File: config.mk
export PLATFORM = sky130hd
export DESIGN_NAME = edit_field_ctrl
export DESIGN_NICKNAME = d
export VERILOG_FILES = /design/src/rtl/edit_field_ctrl.sv
export SDC_FILE = /design/constraint.sdc
export NUM_CORES = 1
export LEC_CHECK = 0
export ABC_AREA = 1
export BUFFER_PORTS_ARGS = -buffer_cell sky130_fd_sc_hd__buf_2
export CAP_MARGIN = 20
export CORE_MARGIN = 10
export CORE_UTILIZATION = 23
export DETAILED_ROUTE_END_ITERATION = 10
export HOLD_SLACK_MARGIN = 0.03
export PLACE_DENSITY = 0.46
export SLEW_MARGIN = 5
export SYNTH_ARGS = -nofsm -noshare
export SYNTH_HDL_FRONTEND = slang
export SYNTH_SLANG_ARGS = --single-unit
File: constraint.sdc
create_clock -name clk -period 7.36 [get_ports clk]
set_clock_uncertainty 0.1 [all_clocks]
set_input_delay 1.104 -clock clk [delete_from_list [all_inputs] [get_ports clk]]
set_output_delay 1.104 -clock clk [all_outputs]
set_load 0.03 [all_outputs]
File: src/rtl/edit_field_ctrl.sv
`default_nettype none
// ============================================================================
//  Module   : edit_field_ctrl
//  Purpose  : Front-end control for the BCD time/date/timer counters.
//             Synchronises the raw switches and push-buttons, debounces the
//             buttons, tracks the field being edited (F0/F1/F2 within the
//             group picked by sw_sel) and drives the shared counter enables.
//  Ports    : clk        - system clock
//             reset      - asynchronous, active-low reset
//             sw_prog    - 1 = programming mode, 0 = run (no edits)
//             sw_sel     - group: 00 clock, 01 date, 10 timer, 11 invalid
//             btn_up     - raw button, step selected field up
//             btn_down   - raw button, step selected field down
//             btn_left   - raw button, previous field
//             btn_right  - raw button, next field
//             en_count   - code of the field allowed to change, 0 = none
//             enUP       - selected counter increments while high
//             enDOWN     - selected counter decrements while high
//  Revision : 1.0  initial release
// ============================================================================
module edit_field_ctrl #(
    parameter int              CNT_W        = 20,
    parameter logic [CNT_W-1:0] DEBOUNCE_CNT = 20'd999_999
) (
    input  logic       clk,
    input  logic       reset,
    input  logic       sw_prog,
    input  logic [1:0] sw_sel,
    input  logic       btn_up,
    input  logic       btn_down,
    input  logic       btn_left,
    input  logic       btn_right,
    output logic [3:0] en_count,
    output logic       enUP,
    output logic       enDOWN
);

    // Button slots inside the debounced vector
    localparam int BTN_UP    = 0;
    localparam int BTN_DOWN  = 1;
    localparam int BTN_LEFT  = 2;
    localparam int BTN_RIGHT = 3;

    localparam logic [CNT_W-1:0] CNT_ONE = {{(CNT_W-1){1'b0}}, 1'b1};

    localparam logic [1:0] S_IDLE = 2'd0;
    localparam logic [1:0] S_F0   = 2'd1;
    localparam logic [1:0] S_F1   = 2'd2;
    localparam logic [1:0] S_F2   = 2'd3;

    // ------------------------------------------------------------------
    // Two-flop synchroniser on every raw input
    // ------------------------------------------------------------------
    logic [6:0] w_raw;
    logic [6:0] r_sync1;
    logic [6:0] r_sync2;

    assign w_raw = {btn_right, btn_left, btn_down, btn_up, sw_sel, sw_prog};

    always_ff @(posedge clk or negedge reset) begin
        if (!reset) begin
            r_sync1 <= 7'd0;
            r_sync2 <= 7'd0;
        end else begin
            r_sync1 <= w_raw;
            r_sync2 <= r_sync1;
        end
    end

    logic       w_prog;
    logic [1:0] w_sel;
    logic [3:0] w_btn;

    assign w_prog = r_sync2[0];
    assign w_sel  = r_sync2[2:1];
    assign w_btn  = r_sync2[6:3];

    // ------------------------------------------------------------------
    // Debounce: a level is accepted only after the synced input has
    // disagreed with it for DEBOUNCE_CNT+1 consecutive cycles; any
    // agreement in between restarts the count.
    // ------------------------------------------------------------------
    logic [3:0] w_db;

    generate
        for (genvar gi = 0; gi < 4; gi++) begin : g_db
            logic [CNT_W-1:0] r_cnt;
            logic             r_lvl;

            always_ff @(posedge clk or negedge reset) begin
                if (!reset) begin
                    r_cnt <= '0;
                    r_lvl <= 1'b0;
                end else if (w_btn[gi] == r_lvl) begin
                    r_cnt <= '0;
                end else if (r_cnt == DEBOUNCE_CNT) begin
                    r_lvl <= ~r_lvl;
                    r_cnt <= '0;
                end else begin
                    r_cnt <= r_cnt + CNT_ONE;
                end
            end

            assign w_db[gi] = r_lvl;
        end
    endgenerate

    // Rising-edge pulses for navigation; a held button yields one pulse
    logic [3:0] r_db_d;
    logic [3:0] w_rise;
    logic       w_left;
    logic       w_right;

    always_ff @(posedge clk or negedge reset) begin
        if (!reset) begin
            r_db_d <= 4'd0;
        end else begin
            r_db_d <= w_db;
        end
    end

    assign w_rise  = w_db & ~r_db_d;
    assign w_left  = w_rise[BTN_LEFT];
    assign w_right = w_rise[BTN_RIGHT];

    // Previous synced group, used to detect a group change while editing
    logic [1:0] r_sel_d;

    always_ff @(posedge clk or negedge reset) begin
        if (!reset) begin
            r_sel_d <= 2'd0;
        end else begin
            r_sel_d <= w_sel;
        end
    end

    // ------------------------------------------------------------------
    // Field FSM
    // ------------------------------------------------------------------
    logic [1:0] r_state;
    logic [1:0] w_state_nxt;

    always_ff @(posedge clk or negedge reset) begin
        if (!reset) begin
            r_state <= S_IDLE;
        end else begin
            r_state <= w_state_nxt;
        end
    end

    always_comb begin
        w_state_nxt = r_state;
        if (!w_prog) begin
            w_state_nxt = S_IDLE;
        end else if (r_state == S_IDLE) begin
            w_state_nxt = S_F0;
        end else if (w_sel != r_sel_d) begin
            w_state_nxt = S_F0;
        end else if (w_right && !w_left) begin
            case (r_state)
                S_F0:    w_state_nxt = S_F1;
                S_F1:    w_state_nxt = S_F2;
                default: w_state_nxt = S_F0;
            endcase
        end else if (w_left && !w_right) begin
            case (r_state)
                S_F0:    w_state_nxt = S_F2;
                S_F2:    w_state_nxt = S_F1;
                default: w_state_nxt = S_F0;
            endcase
        end
    end

    // Outputs are decoded from the next state so that a field change and
    // the enables that depend on it land on the same clock edge.
    logic [3:0] w_base;
    logic [1:0] w_field;
    logic [3:0] w_en_nxt;
    logic       w_up_nxt;
    logic       w_dn_nxt;

    always_comb begin
        w_base   = 4'd0;
        w_field  = w_state_nxt - 2'd1;
        w_en_nxt = 4'd0;
        case (w_sel)
            2'b00:   w_base = 4'd1;
            2'b01:   w_base = 4'd4;
            2'b10:   w_base = 4'd10;
            default: w_base = 4'd0;
        endcase
        if ((w_state_nxt != S_IDLE) && (w_sel != 2'b11)) begin
            w_en_nxt = w_base + {2'b00, w_field};
        end
        w_up_nxt = w_db[BTN_UP] & ~w_db[BTN_DOWN] &
                   (w_state_nxt != S_IDLE) & (w_en_nxt != 4'd0);
        w_dn_nxt = w_db[BTN_DOWN] & ~w_db[BTN_UP] &
                   (w_state_nxt != S_IDLE) & (w_en_nxt != 4'd0);
    end

    always_ff @(posedge clk or negedge reset) begin
        if (!reset) begin
            en_count <= 4'd0;
            enUP     <= 1'b0;
            enDOWN   <= 1'b0;
        end else begin
            en_count <= w_en_nxt;
            enUP     <= w_up_nxt;
            enDOWN   <= w_dn_nxt;
        end
    end

endmodule
`default_nettype wire

---- Yosys cells after proc, flatten, opt, wreduce, memory -nomap -nowiden ----
Index checks and enable logic that the tools add are counted.
word-level totals
  bits in registers ....................... 112
  memory bits (writable) .................. 0
  latch bits .............................. 0
  output and inout bits ................... 6
  logic and storage cells ................. 83
  memories kept ........................... 0
  bits in read-only memories .............. 0
  input bits .............................. 9
cells by class
  multiply operators ...................... 0
  shifts and indexed selects .............. 0
  bitwise gates (word level) .............. 16
  div/mod/pow operators ................... 0
  multiplexer cells ....................... 17
  reduce and logical (&&, ||, !) cells .... 13
  equal/unequal tests ..................... 15
  add/subtract/negate cells ............... 6
  magnitude comparators ................... 0
operators with widths
  kind                   number
  $mux 20                8
  $add 20x1->20 const B  4
  $eq 20x20->1 const B   4
  $pmux 4 s3             1
  $mux 2                 5
  $not 1->1              8
  $pmux 2 s2             2
  $reduce_and 2->1       4
  $and 1x1->1            6
  $eq 2x2->1 const B     3
  $add 4x2->4            1
  $and 4x4->4            1
  $eq 1x1->1             4
  $eq 2x1->1 const B     2
  $logic_not 2->1        2
  $mux 4                 1
  $not 4->4              1
  $reduce_bool 4->1      1
  $logic_and 1x1->1      3
  $logic_not 1->1        2
  $ne 2x2->1             1
  $ne 2x2->1 const B     1
  $reduce_bool 2->1      1
  $sub 2x1->2 const B    1

---- Logic depth before layout (Yosys ltp) ----
Gate-level depths: netlist of the first run.
  word-level depth ........................ 14
  depth in mapped cells ................... 14
  depth with buffers taken out ............ 14

---- Worst setup path before layout of the first run ----
Ideal clock, no wire load.
  path kind ............................... flip-flop to flip-flop
  from .................................... reg r_state[0]
  to ...................................... reg enDOWN
  arrival ................................. 2.270 ns
  clock period less this slack ............ 2.495 ns
  setup slack ............................. 4.865 ns
  buffers on the path ..................... 0
  setup time .............................. 0.125 ns
  required time ........................... 7.135 ns
  cell stages (with the launch flop) ...... 13
  path through ............................ dfrtp_1 -> inv_1 -> ha_1 -> nor2_1 -> and2_0 -> nand2_1 -> o21ai_0 -> ha_1 -> fa_1 -> xor2_1 -> nor2_1 -> nor3_1 -> nor2_1
between the ends
  longest elaborated chain between the ends .. 12
  elaborated cells on any way between the ends .. 19
  those cells by class .................... add/sub (2); eq/ne (3); mux (8); bitwise (2); reduce/logical (4)
ends and longest elaborated chain
  element                                                  line      source
  start, declared                                          140       logic [1:0] r_state;
  start signal, assigned                                   147       r_state <= w_state_nxt;
  $eq 2x2->1 / $eq 2x1->1 (equally long branches)          166, 160
  $pmux 2 s2                                               166       case (r_state)
  $mux 2                                                   165       end else if (w_left && !w_right) begin
  $mux 2                                                   159       end else if (w_right && !w_left) begin
  $mux 2                                                   157       end else if (w_sel != r_sel_d) begin
  $mux 2 (*)                                               155       end else if (r_state == S_IDLE) begin
  $mux 2 (*)                                               153       if (!w_prog) begin
  $sub 2x1->2 / $reduce_bool 2->1 (equally long branches)  184, 192
  $add 4x2->4 / $logic_and 1x1->1 (equally long branches)  193, 192
  $mux 4 (*)                                               192       if ((w_state_nxt != S_IDLE) && (w_sel != 2'b11)) begin
  net w_en_nxt[2]                                          178       logic [3:0] w_en_nxt;
  $reduce_bool 4->1 (*)                                    198       (w_state_nxt != S_IDLE) & (w_en_nxt != 4'd0);
  $and 1x1->1 (*)                                          198
  net w_dn_nxt                                             180       logic w_dn_nxt;
  end signal, assigned                                     209       enDOWN <= w_dn_nxt;
  end, declared                                            35        output logic enDOWN
The timed path passes the listed nets; every way through them passes the cells marked *.
A chain may end at the register's enable or synchronous reset.

---- Worst setup path in the final report of the first run ----
Same ends and word-level chain as after synthesis.

==> results of run 1 <==
## sequential cells by signal (all words and copies together) (netlist names)
register and count:
r_sync2 7, g_db.r_cnt 80, r_sel_d 2, g_db.r_lvl 4
en_count 4, r_state 2, r_sync1 7, r_db_d 2
enUP 1, enDOWN 1
## stage by stage
step                 util  hold slack [ns]  instance area (sq um)  power, W
CTS                 0.266            0.257                   6460   0.00120
global placement    0.253            0.238                   6160  0.000692
floorplan               -            0.231                   5680  0.000665
finish              0.266            0.254                   6460   0.00117
detailed placement  0.253            0.240                   6160  0.000692
global route        0.266            0.272                   6460   0.00123
## power by group
group / leakage, nW / internal, W / switching [W]
combinational: 1.12 / 0.0000155 / 0.0000372
sequential: 1.49 / 0.000616 / 0.00000891
clock: 0.147 / 0.000255 / 0.000234
total: 2.75 / 0.000887 / 0.000280
## cells in the mapped netlist
cell,n,area share
sky130_fd_sc_hd__o21bai_2,1,0.0020
sky130_fd_sc_hd__a21oi_4,1,0.0029
sky130_fd_sc_hd__nand3b_1,2,0.0026
sky130_fd_sc_hd__or2_2,1,0.0011
sky130_fd_sc_hd__o21ai_1,3,0.0026
sky130_fd_sc_hd__a21oi_1,9,0.0079
sky130_fd_sc_hd__xnor2_2,1,0.0029
sky130_fd_sc_hd__nor2_1,178,0.12
sky130_fd_sc_hd__o21ai_0,9,0.0079
sky130_fd_sc_hd__nor3_1,6,0.0053
sky130_fd_sc_hd__nand2_1,118,0.078
sky130_fd_sc_hd__inv_1,68,0.045
sky130_fd_sc_hd__xnor2_1,19,0.029
sky130_fd_sc_hd__nor2_2,14,0.015
sky130_fd_sc_hd__nor3b_1,2,0.0026
sky130_fd_sc_hd__xor2_1,29,0.045
sky130_fd_sc_hd__fa_1,1,0.0035
sky130_fd_sc_hd__xor2_2,2,0.0057
sky130_fd_sc_hd__nor2_4,9,0.018
sky130_fd_sc_hd__dfrtp_1,110,0.49
sky130_fd_sc_hd__nor3_2,1,0.0018
sky130_fd_sc_hd__nand3_2,6,0.011
sky130_fd_sc_hd__and2_0,1,0.0011
sky130_fd_sc_hd__and2_1,1,0.0011
sky130_fd_sc_hd__ha_1,9,0.020
sky130_fd_sc_hd__buf_2,1,0.00088
sky130_fd_sc_hd__nand4_1,11,0.012
sky130_fd_sc_hd__inv_2,4,0.0026
sky130_fd_sc_hd__o21bai_1,3,0.0040
sky130_fd_sc_hd__nand2_2,14,0.015
sky130_fd_sc_hd__nand3_1,57,0.050
## routing by layer
metal | up-vias | track usage | routed length (um)
li1 | 2208 | - | -
met1 | 1898 | 0.107 | 5930
met2 | 36 | 0.122 | 5020
met3 | 17 | 0.0183 | 265
met4 | 0 | 0.0298 | 199
met5 | - | 0 | 0
## how the worst max path moves through the flow
stage | startpoint | to | slack, ns | cells past startpoint
final | r_state[0] | enDOWN | 4.68 | 12
after global routing | r_state[0] | enDOWN | 4.38 | 12
after CTS | r_state[0] | enDOWN | 4.64 | 12
after detailed placement | r_state[0] | enDOWN | 4.66 | 12
after global placement | r_state[0] | enDOWN | 4.69 | 12
after floorplan | r_state[0] | enDOWN | 4.86 | 12
## layout make-up
type,instances,area (sq um),area share
multi-input cells,508,2650,0.410
flip-flops and latches,110,2750,0.426
inverters,72,270,0.0418
clock inverters,5,52.6,0.00813
repair buffers,15,80.1,0.0124
clock buffers,11,253,0.0391
well taps,324,405,0.0627
## kinds of logic after synthesis
logic type      count (synthesis)  synth area share
buf+inv                        73            0.0485
compound gates                 26            0.0273
fa+ha+maj                      10            0.0234
flops                         110             0.485
simple gates                  421             0.333
xor+xnor                       51            0.0827
==> impl_metrics.env, run 1 <==
export IMPL_fmaxAchievable_ghz=0.373
export IMPL_h_tree_depth=3
export IMPL_min_delay_path_depth=0
export IMPL_hold_violations=0
export IMPL_vdd_ir_drop_worst_v=0.000103
export IMPL_worstPathCellList="inv_1 -> ha_1 -> nor2_1 -> and2_0 -> nand2_1 -> o21ai_0 -> ha_1 -> fa_1 -> xor2_1 -> nor2_1 -> nor3_1 -> nor2_1"
export IMPL_cp_common_cell="sky130_fd_sc_hd__nor2_1"
export IMPL_grt_util_all_layers=0.0797
export IMPL_std_cell_rows=57
export IMPL_worst_path_largest_cell_delay_ns=0.43
export IMPL_worstSetupPathType="reg2reg"
export IMPL_n_antenna_cell=0
export IMPL_syn_area_sq_um=5680
export IMPL_dp_hpwl_mm=8.41
export IMPL_synth_fp_nets=710
export IMPL_setup_repair_after_global_routing_missed_its_margin="false"
export IMPL_floorplan_die_area_sq_um=31400
export IMPL_clk_transition_reported_paths_ns=0.07
export IMPL_power_density_cell_area_nw_per_um2=181
export IMPL_route_detailed_wl_per_inst_um=10.9
export IMPL_drt_total_wl_mm=11.4
export IMPL_critical_path_max_fanout=4
export IMPL_die_height_um=177
export IMPL_number_of_antenna_violations_at_the_first_check_in_global_routing=0
export IMPL_post_route_min_period_ns=2.68
export IMPL_grt_first_pass_wirelength_mm=20.6
export IMPL_result_of_the_run="finished, final reports clean"
export IMPL_tightest_slew_ns=0.740
export IMPL_cts_root_buffer="sky130_fd_sc_hd__clkbuf_16"
export IMPL_fin_ws_ns=4.68
export IMPL_worst_ep_arrival_time_ns=2.82
export IMPL_ys_warn_count=0
export IMPL_design_portCount=15
export IMPL_post_synth_cell_area_avg_sq_um=8.21
export IMPL_fin_setup_tns_ns=0
export IMPL_worst_reg2reg_path_length_in_cells=12
export IMPL_setup_viol_count_final=0
export IMPL_dr_total_vias=4159
export IMPL_cp_top_family="adder cells"
export IMPL_n_fill_cell=2607
export IMPL_holdPathEnd="r_sync2[5]"
export IMPL_regToRegSetupSlack_ns=4.68
export IMPL_post_place_cells=1029
export IMPL_slew_limit_headroom=0.507
export IMPL_drt_antenna_violating_nets=0
export IMPL_share_of_post_route_cells_with_drive_strength_above_1=0.118
export IMPL_number_of_clock_buffers_inserted_by_tritoncts=9
export IMPL_timing_final_max_slew_violations=0
export IMPL_synth_ff_latch_count=110
export IMPL_hold_path_class="reg2reg"
export IMPL_first_global_vias=4299
export IMPL_min_period_over_period=0.364
export IMPL_endpoint_kind="flip-flop"
export IMPL_worst_path_buf_inv=1
export IMPL_cts_resized=0
export IMPL_clkLatencyLatePin_ns=0.36
export IMPL_drt_first_iter_violations=250
export IMPL_portBuffers=14
export IMPL_grt_remaining_overflow=0
export IMPL_area_growth_syn_to_layout_pct=13.8
export IMPL_critPathRequiredTime_ns=7.50
export IMPL_leakage_power_nw=2.75
export IMPL_cts_tree="yes"
export IMPL_drc_errors=0
export IMPL_timing_critical_path_slowest_stage_cell="sky130_fd_sc_hd__fa_1"
export IMPL_clock_sinks=110
export IMPL_hold_path_startpoint="r_sync1[5]"
export IMPL_fraction_of_the_yosys_area_taken_by_sequential_cells=0.485
export IMPL_chipWidth_um=177
export IMPL_commonest_cells_after_routing_fill_and_taps_aside="178 x sky130_fd_sc_hd__nor2_1, 118 x sky130_fd_sc_hd__nand2_1, 110 x sky130_fd_sc_hd__dfrtp_1"
export IMPL_dp_worst_setup_slack_ns=4.66
export IMPL_synth_lib_cells_used_distinct=31
export IMPL_core_region_area_sq_um=24300
export IMPL_post_cts_setup_buffer_count=0
export IMPL_synth_cells=691
export IMPL_ctsLongestPathBuffers=2
export IMPL_number_of_vias_per_cell_after_detailed_routing=3.98
export IMPL_firstDrtPassIters=4
export IMPL_maximum_number_of_pins_on_one_net_before_global_route_repair=61
export IMPL_layout_cells_most_common="sky130_fd_sc_hd__nor2_1"
export IMPL_critical_path_reg2reg_endpoint="enDOWN"
export IMPL_fin_cells=1045
export IMPL_starting_density_of_the_core=0.233
export IMPL_nets=735
export IMPL_r2r_start="r_state[0]"
export IMPL_cp_start_kind="flip-flop"
export IMPL_cts_hold_buffers_added=0
export IMPL_drv_max_cap_violation_count=0
export IMPL_gp_congestion=0.800
Power figures use the tool's default switching activity.
==> run 2, diff against run 1 <==
Clock period 7.36 ns to 2.55 ns, I/O delays scaled along.
==> impl_metrics.env, run 2 (same netlist as run 1, synthesis figures left out) <==
export IMPL_min_period_over_period=0.964
export IMPL_h_tree_depth=3
export IMPL_drv_max_cap_violation_count=0
export IMPL_worstPathCellList="buf_6 -> ha_2 -> inv_1 -> o21ai_1 -> nor2_1 -> o21ai_2 -> ha_1 -> fa_2 -> a21oi_2 -> nor3_2 -> nor2_1"
export IMPL_gp_congestion=0.829
export IMPL_dr_total_vias=4239
export IMPL_drt_antenna_violating_nets=0
export IMPL_maximum_number_of_pins_on_one_net_before_global_route_repair=55
export IMPL_fmaxAchievable_ghz=0.407
export IMPL_share_of_post_route_cells_with_drive_strength_above_1=0.147
export IMPL_fin_total_pwr_w=0.00346
export IMPL_result_of_the_run="finished, final reports clean"
export IMPL_registers_with_the_highest_flip_flop_counts="g_db.r_cnt (80), r_sync1 (7), r_sync2 (7)"
export IMPL_postPlaceCellArea_sq_um=6250
export IMPL_largest_reg_flops=80
export IMPL_portBuffers=14
export IMPL_timing_critical_path_slowest_stage_cell="sky130_fd_sc_hd__fa_2"
export IMPL_core_region_area_sq_um=24300
export IMPL_hold_violations=0
export IMPL_grt_util_all_layers=0.0788
export IMPL_chipWidth_um=177
export IMPL_firstDrtPassIters=4
export IMPL_commonest_cells_after_routing_fill_and_taps_aside="177 x sky130_fd_sc_hd__nor2_1, 117 x sky130_fd_sc_hd__nand2_1, 110 x sky130_fd_sc_hd__dfrtp_1"
export IMPL_number_of_clock_buffers_inserted_by_tritoncts=9
export IMPL_first_global_vias=4264
export IMPL_clkLatencyLatePin_ns=0.36
export IMPL_cp_start_kind="flip-flop"
export IMPL_floorplan_die_area_sq_um=31400
export IMPL_drt_total_wl_mm=11.5
export IMPL_std_cell_rows=57
export IMPL_design_portCount=15
export IMPL_cp_common_cell="sky130_fd_sc_hd__nor2_1"
export IMPL_top_register="g_db.r_cnt"
export IMPL_fin_area_sq_um=6670
export IMPL_drt_first_iter_violations=193
export IMPL_worst_path_buf_inv=2
export IMPL_critical_path_max_fanout=3
export IMPL_number_of_antenna_violations_at_the_first_check_in_global_routing=0
export IMPL_route_detailed_wl_per_inst_um=10.8
export IMPL_drc_errors=0
export IMPL_hold_path_class="in2reg"
export IMPL_fin_cells=1061
export IMPL_worstSetupPathType="reg2reg"
export IMPL_dp_worst_setup_slack_ns=-0.113
export IMPL_number_of_vias_per_cell_after_detailed_routing=4.00
export IMPL_cts_tree="yes"
export IMPL_worst_ep_arrival_time_ns=2.60
export IMPL_cp_top_family="adder cells"
export IMPL_multi_input_comb_area_sq_um=2700
export IMPL_grt_remaining_overflow=0
export IMPL_tightest_slew_ns=0.653
export IMPL_layout_cells_most_common="sky130_fd_sc_hd__nor2_1"
export IMPL_power_density_cell_area_nw_per_um2=519
export IMPL_slew_limit_headroom=0.562
export IMPL_timing_final_max_slew_violations=0
export IMPL_cts_root_buffer="sky130_fd_sc_hd__clkbuf_16"
export IMPL_clk_transition_reported_paths_ns=0.07
export IMPL_grt_first_pass_wirelength_mm=20.5
export IMPL_leakage_power_nw=2.85
export IMPL_post_place_cells=1040
export IMPL_post_route_min_period_ns=2.46
export IMPL_final_util=0.274
export IMPL_n_fill_cell=2600
export IMPL_die_height_um=177
export IMPL_critPathRequiredTime_ns=2.69
export IMPL_endpoint_kind="flip-flop"
export IMPL_vdd_ir_drop_worst_v=0.000360
export IMPL_dp_hpwl_mm=8.44
export IMPL_n_antenna_cell=0
export IMPL_nets=752
export IMPL_starting_density_of_the_core=0.233
export IMPL_ctsLongestPathBuffers=2
export IMPL_worst_path_largest_cell_delay_ns=0.54
export IMPL_setup_viol_count_final=0
export IMPL_clock_sinks=110
export IMPL_fin_ws_ns=0.0907
export IMPL_final_seq_area_sq_um=2750
export IMPL_area_growth_syn_to_layout_pct=17.5
-- run 2: cell types whose count changed in the layout (fill, tap and decap cells not counted), moves of 2 or more --
cell	before	now
sky130_fd_sc_hd__buf_4	2	12
sky130_fd_sc_hd__dlygate4sd3_1	0	5
sky130_fd_sc_hd__ha_1	9	6
sky130_fd_sc_hd__ha_4	0	2
sky130_fd_sc_hd__inv_1	68	66
sky130_fd_sc_hd__inv_2	4	6
sky130_fd_sc_hd__inv_6	1	3
sky130_fd_sc_hd__o21ai_0	9	7
-- run 2: what timing repair did --
item / in CTS / in global routing
hold buffers: 5 / 0
endpoints found under the setup margin: 2 / 3
resized for setup: 2 / 17
pin swaps: 0 / 10
endpoints found under the hold margin: 37 / 0
setup buffers: 0 / 1
-- run 2: final cells by class --
class	count	area share
tap	324	0.0608
inverter	72	0.0405
timing repair buffer	32	0.0354
multi-input combinational	508	0.405
clock buffer	10	0.0358
sequential	110	0.413
clock inverter	5	0.00975
-- run 2: layer usage --
metal | up-vias | GRT usage | wire length [um]
li1 | 2237 | - | -
met1 | 1971 | 0.103 | 5770
met2 | 23 | 0.126 | 5320
met3 | 8 | 0.0194 | 270
met4 | 0 | 0.0210 | 125
met5 | - | 0 | 0
-- run 2: path summary, 6_finish.rpt --
check | startpoint | end | slack, ns | depth (start not counted)
min in group asynchronous | reset | g_db[3].r_cnt[7] | 0.43 | 2
setup reg to reg | r_state[0] | enDOWN | 0.09 | 11
setup / recovery | r_state[0] | enDOWN | 0.09 | 11
max in group asynchronous | reset | g_db[1].r_cnt[19] | 1.23 | 3
hold reg to reg | r_sync1[5] | r_sync2[5] | 0.25 | 0
hold / removal | btn_left | r_sync1[5] | 0.06 | 1
-- run 2: per-stage QoR --
step	setup TNS (ns)	hold WS (ns)
after floorplan	0	-0.0131
after global placement	-0.141	0.233
after detailed placement	-0.220	0.238
after CTS	0	0.0430
after global routing	-0.0364	0.0391
final	0	0.0579
-- run 2: where the power goes --
part / internal [W] / total, W / leakage [nW] / switching [W]
sequential: 0.00178 / 0.00180 / 1.49 / 0.0000245
clock: 0.000797 / 0.00147 / 0.150 / 0.000676
combinational: 0.0000689 / 0.000185 / 1.21 / 0.000116
total: 0.00264 / 0.00346 / 2.85 / 0.000817
